$ cat src/rtl/std_mux_pkg.sv
// -----------------------------------------------------------------------------
// std_mux_pkg
// Shared types and constants for the two-input bus mux arbiter (std_mux_arb).
//   state_e  : arbiter FSM states (IDLE, BUSY_1, BUSY_2)
//   SRC_1/2  : select / source encodings (1 = requester 1, 0 = requester 2)
//   CNT_W    : burst counter width (holds up to MAX_BURST-1 = 14)
//   STATS_W  : width of the optional per-requester beat counters
//   sat_inc  : saturating increment for the beat counters
// -----------------------------------------------------------------------------
package std_mux_pkg;

    typedef enum logic [1:0] {
        IDLE   = 2'd0,
        BUSY_1 = 2'd1,
        BUSY_2 = 2'd2
    } state_e;

    localparam logic SRC_1 = 1'b1;
    localparam logic SRC_2 = 1'b0;

    localparam int CNT_W   = 4;
    localparam int STATS_W = 16;

    function automatic logic [STATS_W-1:0] sat_inc(input logic [STATS_W-1:0] v);
        return (&v) ? v : v + 1'b1;
    endfunction

endpackage

$ cat src/rtl/std_mux_arb_if.sv
// -----------------------------------------------------------------------------
// std_mux_arb_if
// Bundles the two valid/ready requester channels, the mux select and the
// merged output channel of std_mux_arb.
//   master : requester/consumer side (drives valids, data, out_ready)
//   slave  : arbiter side (drives readys, sel, out_valid, out_data, out_src)
// -----------------------------------------------------------------------------
interface std_mux_arb_if #(
    parameter int WIDTH = 4
);
    logic             valid_1;
    logic [WIDTH-1:0] data_1;
    logic             ready_1;
    logic             valid_2;
    logic [WIDTH-1:0] data_2;
    logic             ready_2;
    logic             sel;
    logic             out_valid;
    logic [WIDTH-1:0] out_data;
    logic             out_src;
    logic             out_ready;

    modport master (
        output valid_1, data_1, valid_2, data_2, out_ready,
        input  ready_1, ready_2, sel, out_valid, out_data, out_src
    );

    modport slave (
        input  valid_1, data_1, valid_2, data_2, out_ready,
        output ready_1, ready_2, sel, out_valid, out_data, out_src
    );
endinterface

$ cat src/rtl/std_mux_arb_rr.sv
// -----------------------------------------------------------------------------
// std_mux_arb_rr
// Round-robin pick between the two requesters.
//   valid_1_i, valid_2_i : requester valids
//   lsp_i                : last-served pointer (1 = requester 1 served last)
//   gnt_vld_o            : at least one requester is asking
//   gnt_1_o              : 1 = requester 1 wins, 0 = requester 2 wins
// -----------------------------------------------------------------------------
module std_mux_arb_rr
    import std_mux_pkg::*;
(
    input  logic valid_1_i,
    input  logic valid_2_i,
    input  logic lsp_i,
    output logic gnt_vld_o,
    output logic gnt_1_o
);

    always_comb begin
        gnt_vld_o = valid_1_i | valid_2_i;
        // On a tie the requester that was not served last wins.
        gnt_1_o   = valid_1_i & (~valid_2_i | (lsp_i != SRC_1));
    end

endmodule

$ cat src/rtl/std_mux_arb.sv
// -----------------------------------------------------------------------------
// std_mux_arb
// Round-robin arbiter/sequencer sharing one registered output channel between
// two valid/ready requesters; each grant lasts up to MAX_BURST beats.
//   clk       : clock, rising edge
//   rst       : asynchronous active-high reset
//   bus       : std_mux_arb_if.slave (requester channels, sel, output channel)
//   beats_1/2 : saturating accepted-beat counts (only with STD_MUX_ARB_STATS_EN)
// Parameters: WIDTH (data width), MAX_BURST (beats per grant, 1..15).
// Optional feature macro: STD_MUX_ARB_STATS_EN.
// -----------------------------------------------------------------------------
module std_mux_arb
    import std_mux_pkg::*;
#(
    parameter int WIDTH     = 4,
    parameter int MAX_BURST = 4
)
(
    input  logic                clk,
    input  logic                rst,
    std_mux_arb_if.slave        bus
`ifdef STD_MUX_ARB_STATS_EN
    ,
    output logic [STATS_W-1:0]  beats_1,
    output logic [STATS_W-1:0]  beats_2
`endif
);

    localparam logic [CNT_W-1:0] LAST_CNT = CNT_W'(MAX_BURST - 1);

    state_e           state_q;
    logic             lsp_q;
    logic [CNT_W-1:0] cnt_q;
    logic             sel_q;
    logic             out_valid_q, out_valid_d;
    logic             out_src_q, out_src_d;
    logic [WIDTH-1:0] out_data_q, out_data_d;

    logic rdy, rdy_1, rdy_2;
    logic acc_1, acc_2, acc;
    logic cur_valid, oth_valid, last_beat, rel;
    logic gnt_vld, gnt_1;

    std_mux_arb_rr u_rr (
        .valid_1_i (bus.valid_1),
        .valid_2_i (bus.valid_2),
        .lsp_i     (lsp_q),
        .gnt_vld_o (gnt_vld),
        .gnt_1_o   (gnt_1)
    );

    // ready depends only on state and the output slot, never on valid.
    always_comb begin
        rdy       = ~out_valid_q | bus.out_ready;
        rdy_1     = (state_q == BUSY_1) & rdy;
        rdy_2     = (state_q == BUSY_2) & rdy;
        acc_1     = rdy_1 & bus.valid_1;
        acc_2     = rdy_2 & bus.valid_2;
        acc       = acc_1 | acc_2;
        cur_valid = (state_q == BUSY_1) ? bus.valid_1 : bus.valid_2;
        oth_valid = (state_q == BUSY_1) ? bus.valid_2 : bus.valid_1;
        last_beat = acc & (cnt_q == LAST_CNT);
        rel       = (state_q != IDLE) & (last_beat | ~cur_valid);
    end

    // Output slot: a new accept overwrites (also when draining in the same
    // cycle); otherwise a drain empties it.
    always_comb begin
        out_valid_d = out_valid_q;
        out_data_d  = out_data_q;
        out_src_d   = out_src_q;
        if (acc) begin
            out_valid_d = 1'b1;
            out_data_d  = acc_1 ? bus.data_1 : bus.data_2;
            out_src_d   = acc_1 ? SRC_1 : SRC_2;
        end else if (bus.out_ready) begin
            out_valid_d = 1'b0;
        end
    end

    always_ff @(posedge clk or posedge rst) begin
        if (rst) begin
            state_q     <= IDLE;
            lsp_q       <= SRC_2;
            cnt_q       <= '0;
            sel_q       <= SRC_2;
            out_valid_q <= 1'b0;
            out_data_q  <= '0;
            out_src_q   <= SRC_2;
        end else begin
            out_valid_q <= out_valid_d;
            out_data_q  <= out_data_d;
            out_src_q   <= out_src_d;
            case (state_q)
                IDLE: begin
                    if (gnt_vld) begin
                        state_q <= gnt_1 ? BUSY_1 : BUSY_2;
                        sel_q   <= gnt_1 ? SRC_1 : SRC_2;
                    end
                end
                BUSY_1, BUSY_2: begin
                    if (rel) begin
                        lsp_q <= (state_q == BUSY_1) ? SRC_1 : SRC_2;
                        cnt_q <= '0;
                        // Hand straight over to a waiting requester: no bubble.
                        if (oth_valid) begin
                            state_q <= (state_q == BUSY_1) ? BUSY_2 : BUSY_1;
                            sel_q   <= (state_q == BUSY_1) ? SRC_2 : SRC_1;
                        end else begin
                            state_q <= IDLE;
                        end
                    end else if (acc) begin
                        cnt_q <= cnt_q + 1'b1;
                    end
                end
                default: state_q <= IDLE;
            endcase
        end
    end

    assign bus.ready_1   = rdy_1;
    assign bus.ready_2   = rdy_2;
    assign bus.sel       = sel_q;
    assign bus.out_valid = out_valid_q;
    assign bus.out_data  = out_data_q;
    assign bus.out_src   = out_src_q;

`ifdef STD_MUX_ARB_STATS_EN
    logic [STATS_W-1:0] beats_1_q, beats_2_q;

    always_ff @(posedge clk or posedge rst) begin
        if (rst) begin
            beats_1_q <= '0;
            beats_2_q <= '0;
        end else begin
            if (acc_1) beats_1_q <= sat_inc(beats_1_q);
            if (acc_2) beats_2_q <= sat_inc(beats_2_q);
        end
    end

    assign beats_1 = beats_1_q;
    assign beats_2 = beats_2_q;
`else
`endif

endmodule

$ cat src/flat_wrapper.sv
// flat-port wrapper written by rule: the top's interface ports become plain ports
module std_mux_arb_flat import std_mux_pkg::*;
#(
    parameter int WIDTH     = 4,
    parameter int MAX_BURST = 4
)
  (clk, rst, bus_valid_1, bus_data_1, bus_valid_2, bus_data_2, bus_out_ready, bus_ready_1, bus_ready_2, bus_sel, bus_out_valid, bus_out_data, bus_out_src);
  std_mux_arb_if #(.WIDTH(WIDTH)) bus_i ();
  input  logic clk;
  input  logic rst;
  input wire logic [$bits(bus_i.valid_1)-1:0] bus_valid_1;
  input wire logic [$bits(bus_i.data_1)-1:0] bus_data_1;
  input wire logic [$bits(bus_i.valid_2)-1:0] bus_valid_2;
  input wire logic [$bits(bus_i.data_2)-1:0] bus_data_2;
  input wire logic [$bits(bus_i.out_ready)-1:0] bus_out_ready;
  output wire logic [$bits(bus_i.ready_1)-1:0] bus_ready_1;
  output wire logic [$bits(bus_i.ready_2)-1:0] bus_ready_2;
  output wire logic [$bits(bus_i.sel)-1:0] bus_sel;
  output wire logic [$bits(bus_i.out_valid)-1:0] bus_out_valid;
  output wire logic [$bits(bus_i.out_data)-1:0] bus_out_data;
  output wire logic [$bits(bus_i.out_src)-1:0] bus_out_src;
  assign bus_i.valid_1 = bus_valid_1;
  assign bus_i.data_1 = bus_data_1;
  assign bus_i.valid_2 = bus_valid_2;
  assign bus_i.data_2 = bus_data_2;
  assign bus_i.out_ready = bus_out_ready;
  assign bus_ready_1 = bus_i.ready_1;
  assign bus_ready_2 = bus_i.ready_2;
  assign bus_sel = bus_i.sel;
  assign bus_out_valid = bus_i.out_valid;
  assign bus_out_data = bus_i.out_data;
  assign bus_out_src = bus_i.out_src;
  std_mux_arb #(.WIDTH(WIDTH), .MAX_BURST(MAX_BURST)) u_core (.clk(clk), .rst(rst), .bus(bus_i));
endmodule
$ cat config.mk
export PLATFORM = sky130hd
export DESIGN_NAME = std_mux_arb_flat
export DESIGN_NICKNAME = d
export VERILOG_FILES = /design/src/rtl/std_mux_pkg.sv /design/src/rtl/std_mux_arb_if.sv /design/src/rtl/std_mux_arb_rr.sv /design/src/rtl/std_mux_arb.sv /design/src/flat_wrapper.sv
export SDC_FILE = /design/constraint.sdc
export NUM_CORES = 1
export LEC_CHECK = 0
export CAP_MARGIN = 0
export CORE_ASPECT_RATIO = 1.5
export CORE_MARGIN = 2
export CORE_UTILIZATION = 35
export CTS_CLUSTER_DIAMETER = 50
export CTS_CLUSTER_SIZE = 12
export DETAILED_ROUTE_END_ITERATION = 12
export SYNTH_ARGS = -nofsm -noshare
export SYNTH_HDL_FRONTEND = slang
export SYNTH_SLANG_ARGS = --single-unit
$ cat constraint.sdc
create_clock -name clk -period 2.9 [get_ports clk]
set_input_delay 0.435 -clock clk [delete_from_list [all_inputs] [get_ports clk]]
set_output_delay 0.435 -clock clk [all_outputs]
set_load 0.02 [all_outputs]
==> results of run 1 <==
==> worst reg2reg max path: cells and delay by family (launching register included) <==
kind	cells	cell delay, ns
fa+ha+maj	1	0.27
buf+inv	1	0.08
mux	1	0.30
flops	1	0.41
simple gates	3	0.99
==> layout make-up <==
type	count	share of cell area
Timing Repair Buffer	22	0.189
Inverter	5	0.0163
Sequential cell	14	0.304
Multi-Input combinational cell	67	0.445
Tap cell	24	0.0261
Clock buffer	3	0.0195
==> how the worst min path moves through the flow <==
stage | startpoint | end | slack (ns) | cells past startpoint
floorplan | rst | u_core.bus.out_data[0] | 0.32 | 1
global placement | u_core.bus.out_src | u_core.bus.out_src | 0.46 | 1
detailed placement | u_core.bus.out_src | u_core.bus.out_src | 0.49 | 1
CTS | rst | u_core.bus.out_data[3] | 0.52 | 2
global route | u_core.bus.out_src | u_core.bus.out_src | 0.53 | 1
finish | rst | u_core.bus.out_data[3] | 0.51 | 2
==> power breakdown <==
group	switching, mW	internal (mW)
Clock	0.0608	0.0482
Sequential	0.0537	0.278
Combinational	0.382	0.342
Total	0.497	0.668
==> cells by family (layout without fill, tap and decap cells) <==
kind of cell | after synthesis | in the layout | share of synthesized area
buf+inv | 11 | 30 | 0.0483
simple gates | 31 | 31 | 0.204
compound gates | 21 | 21 | 0.170
fa+ha+maj | 5 | 5 | 0.0690
flops | 14 | 14 | 0.386
mux | 10 | 10 | 0.123
==> sequential cells by signal (all words and copies together), names as in the netlist <==
signal,flops
u_core.bus.out_data,4
u_core.cnt_q,4
u_core.state_q,2
u_core.bus.out_src,1
u_core.bus.out_valid,1
u_core.bus.sel,1
u_core.lsp_q,1
==> metal layers <==
| metal | track usage | vias up | wire, um |
|---|---|---|---|
| li1 | - | 365 | - |
| met1 | 0.180 | 358 | 769 |
| met2 | 0.252 | 26 | 973 |
| met3 | 0.0246 | 2 | 120 |
| met4 | 0.0772 | 0 | 21 |
| met5 | 0 | - | 0 |
==> placed cells by master, fill, tap and decap left out, types with 2 or more instances in the layout <==
cell             synthesis  final
a22o_1                   3      3
mux2_4                   2      2
inv_1                    5      5
dfrtp_1                 14     14
mux2i_1                  7      7
ha_1                     5      5
clkdlybuf4s50_1          0     21
nor2_1                  10     10
and3_1                   2      2
o31ai_1                  2      2
nand2_1                  5      5
and2_1                   3      3
nor2b_1                  2      2
a21oi_1                  7      7
clkbuf_4                 0      3
==> stage by stage <==
step	util	cell area (um^2)
after global placement	0.461	1130
after CTS	0.470	1150
final	0.470	1150
after global routing	0.470	1150
after floorplan	-	907
after detailed placement	0.461	1130
==> out/results.txt, run 1 <==
Seq/Total Area, Yosys = 0.386
Reg area = 350 um^2
Post-CTS Hold Buffers = 0
Tot GR Track Use = 0.151
Critical Path Source = u_core.state_q[1]
Initial antenna violation count = 0
Cell accounting for the most synthesized area = dfrtp_1
# Post-CTS Setup Buffers = 0
Antenna Nets Post-Route = 0
Area fraction of the dominant cell type after synthesis = 0.386
Drt total wl = 1890 um
Top cells by count, synth = dfrtp_1, nor2_1, a21oi_1, mux2i_1
Most frequent cell after synthesis = dfrtp_1
Reg2Reg Launch Point = u_core.state_q[1]
P&R area growth vs syn = 27.0%
Final Hold Fails = 0
Instance count on the critical path = 4
Routability Congestion = 0.696
Post-Syn Nets = 110
Power per cell area = 1010 nW/um^2
Antenna fix cells = 0
Max_slew headroom = 0.617
Max Cap Viol = 0
Worst-path clk slew = 0.08 ns
CTS H-tree depth = 1
EDFF count, synth = 0
Max Clock Skew = 0.00103 ns
Clock sinks = 14
Critical Path, Cell by Cell = inv_1 -> ha_1 -> and2_1 -> clkdlybuf4s50_1
Buf/Inv on CP = 2
Top cells by area, synth = dfrtp_1, mux2i_1, ha_1, nor2_1, a21oi_1
Largest net degree at the start of global routing = 15
Worst-margin pin slew = 0.574 ns
Hold Slack = 0.506 ns
Final Non-Filler Cells = 135
Remaining routing DRC violations = 0
Wirelength per Cell = 14.0 um
CP endpoint = bus_ready_1
Ys flop type = dfrtp_1
Final nets = 131
Max incr delay on CP = 0.59 ns
Worst reg-to-reg path cell count = 6
Cell area after synthesis = 907 um^2
Clk root buf = clkbuf_4
Critical Path AT = 1.93 ns
Slowest CP cell = clkdlybuf4s50_1
Leakage = 0.510 nW
Fin Setup TNS = 0 ns
Reg2reg setup slack = 0.74 ns
Area of the core = 2450 um^2
Peak VDD IR = 533 uV
FP Rows = 22
I/O Pins = 22
Ys Warns = 0
First-pass GRT wire length = 3350 um
IO buf count = 21
Critical path required time = 2.47 ns
Dpl cells = 132
GRT overflow = 0
Total power = 1.16 mW
Final Critical Period = 2.37 ns
FF-to-FF End = u_core.state_q[1]
Kind of critical path = reg2out
CP endpoint kind = output pin
Pre-CTS setup slack = 0.557 ns
PostCTS Resize Cnt = 0
Share of cells above drive strength 1 = 0.126
CP max FO = 10
Fmax achieved = 422 MHz
Final HPWL DP = 1470 um
Vias in the first global route = 765
Avg Cell Area, Syn = 9.86 um^2
Seq cells post-synth = 14
Status = finished clean
Setup repair after global routing missed its margin = no
Top delay family on crit path = buffers and inverters
Setup crit start kind = flip-flop
Clock Tree Buf Depth = 2
Max Transition Viols Final = 0
Area of the multi-input gates = 513 um^2
HP Class = in2async
Number of library cell types mapped by synthesis = 34
Final Setup Violations = 0
CTS tree = built
Final WS setup = 0.533 ns
Via density = 5.56
Final period util = 0.816
Drt pass-1 iters = 5
Iter 0 DRT Violations = 19
CTS buffer count = 3
Area of the die = 3020 um^2
Die Wd = 45.6 um
Clock latency on the worst-skew pair = 0.28 ns
Async SR Flop Fraction = 1.00
Via count = 751
Post-Syn Instances = 92
Layout fillers = 228
Initial core utilization = 0.370
Chip Height = 66.4 um
Power figures use the tool's default switching activity.
==> run 2, diff against run 1 <==
==> constraint.sdc (replaced) <==
create_clock -name clk -period 2.2 [get_ports clk]
set_input_delay 0.33 -clock clk [delete_from_list [all_inputs] [get_ports clk]]
set_output_delay 0.33 -clock clk [all_outputs]
set_load 0.02 [all_outputs]
==> run 2 against run 1 <==
Compared with the run above: power grew 41%; via count grew 1.1%; critical path depth is the same; sequential share of layout area shrank 1.6 points; non-clock buffer count grew 6; clock power grew 76%.
==> out/results.txt, run 2 (synthesized netlist as in run 1, its figures left out) <==
Final Non-Filler Cells = 142 (+5.2%)
Worst-path clk slew = 0.09 ns (about the same)
CP max FO = 5 (-5)
Setup crit start kind = flip-flop
Antenna Nets Post-Route = 0 (unchanged)
Slowest CP cell = clkdlybuf4s50_1
Peak VDD IR = 798 uV (+50%)
Area of the core = 2450 um^2 (unchanged)
Commonest non-fill, non-tap cell in the layout = clkdlybuf4s50_1
Final Setup Violations = 0 (unchanged)
Largest net degree at the start of global routing = 15 (unchanged)
Tot GR Track Use = 0.159 (+0.00791)
Fin Setup TNS = 0 ns (unchanged)
Final HPWL DP = 1560 um (+6.4%)
Final Critical Period = 2.12 ns
Initial antenna violation count = 0 (unchanged)
Critical Path AT = 1.79 ns (-0.14 ns)
Die Wd = 45.6 um (unchanged)
Vias in the first global route = 838 (+9.5%)
FF-to-FF End = u_core.state_q[1]
Max_slew headroom = 0.635 (+0.0182)
P&R area growth vs syn = 34.1%
Iter 0 DRT Violations = 20 (+1)
Utilization after layout = 0.496 (+0.0260)
Drt total wl = 1980 um (+4.9%)
Worst-margin pin slew = 0.547 ns (-0.0272 ns)
CTS buffer count = 3 (unchanged)
Max incr delay on CP = 0.59 ns (about the same)
Max Transition Viols Final = 0 (unchanged)
Clock latency on the worst-skew pair = 0.29 ns (about the same)
Area after DPL = 1170 um^2 (+4.0%)
Clk root buf = clkbuf_4
Max Cap Viol = 0 (unchanged)
Antenna fix cells = 0 (unchanged)
Initial core utilization = 0.370 (unchanged)
Clock sinks = 14 (unchanged)
CTS tree = built
Reg2Reg Launch Point = u_core.state_q[0]
Chip Height = 66.4 um (unchanged)
Post-CTS Hold Buffers = 0 (unchanged)
FP Rows = 22 (unchanged)
Most frequent cells in the layout = clkdlybuf4s50_1, dfrtp_1, nor2_1
Final Cell Area = 1220 um^2 (+5.5%)
Reg2reg setup slack = 0.14 ns (-0.60 ns)
Fmax achieved = 472 MHz
First-pass GRT wire length = 3520 um (+5.0%)
Final nets = 137 (+4.6%)
Share of cells above drive strength 1 = 0.186 (+0.0603)
Remaining routing DRC violations = 0 (unchanged)
Critical Path, Cell by Cell = inv_1 -> ha_2 -> and2_1 -> clkdlybuf4s50_1
Final period util = 0.963
Routability Congestion = 0.704 (+1.0%)
IO buf count = 21 (unchanged)
Leakage = 0.561 nW (+9.9%)
Setup repair after global routing missed its margin = no
Kind of critical path = reg2out
Power per cell area = 1350 nW/um^2 (+33%)
GRT overflow = 0 (unchanged)
HP Class = in2async
Hold Slack = 0.379 ns (-0.127 ns)
Final Hold Fails = 0 (unchanged)
Max Clock Skew = 0.00209 ns (+0.00106 ns)
Area of the die = 3020 um^2 (unchanged)
Dpl cells = 138 (+4.5%)
Status = finished clean
Wirelength per Cell = 13.9 um (-0.29%)
Drt pass-1 iters = 4 (-1)
CP endpoint kind = output pin
Critical path required time = 1.87 ns (-0.60 ns)
Clock Tree Buf Depth = 2 (unchanged)
Layout fillers = 227 (-0.44%)
I/O Pins = 22 (unchanged)
Via count = 759 (+1.1%)
Worst reg-to-reg path cell count = 6 (unchanged)
CTS H-tree depth = 1 (unchanged)
Via density = 5.35 (-3.9%)
==> run 2: through the flow <==
step	worst slack [ns]	total power, mW
6_report	0.0824	1.64
5_1_grt	0.0118	1.78
4_1_cts	0.0134	1.66
3_5_place_dp	0.164	1.45
3_3_place_gp	0.174	1.43
2_1_floorplan	0.201	1.10
==> run 2: area by class of cell <==
cell class                      count  area, um^2  share of cell area
Inverter                            5        18.8              0.0154
Sequential cell                    14         350               0.288
Clock buffer                        4        36.3              0.0298
Timing Repair Buffer               28         265               0.218
Multi-Input combinational cell     67         515               0.424
Tap cell                           24        30.0              0.0247
==> run 2: layer usage <==
layer / vias to the layer above / routed length, um / GRT usage
met2: 26 / 1040 / 0.280
li1: 378 / - / -
met1: 351 / 751 / 0.170
met3: 4 / 134 / 0.0355
met4: 0 / 48 / 0.0772
met5: - / 0 / 0
==> run 2: how the worst max path moves through the flow <==
stage	endpoint	from	cells after the start
3_5_place_dp	u_core.state_q[1]	bus_valid_2	5
2_1_floorplan	u_core.state_q[1]	u_core.state_q[0]	6
6_report	bus_ready_1	u_core.state_q[1]	4
3_3_place_gp	bus_ready_2	bus_out_ready	4
5_1_grt	bus_ready_1	u_core.state_q[1]	4
4_1_cts	bus_ready_1	u_core.state_q[1]	4
==> run 2: timing repair <==
item / 4_1_cts / 5_1_grt
gates resized for setup: 0 / 2
endpoints found under the setup margin: 0 / 1
setup buffers: 0 / 0
==> run 2: power breakdown <==
| group | switching, mW | total [mW] | internal (mW) |
|---|---|---|---|
| Sequential | 0.0691 | 0.435 | 0.366 |
| Combinational | 0.523 | 1.01 | 0.489 |
| Clock | 0.0911 | 0.192 | 0.101 |
==> run 2: worst max-delay path, delay by kind of cell, from the launching register on <==
family	cells	cell delay, ns
DFF	1	0.43
buffers and inverters	2	0.69
and+or+nand+nor	1	0.14
adders and majority gates	1	0.24
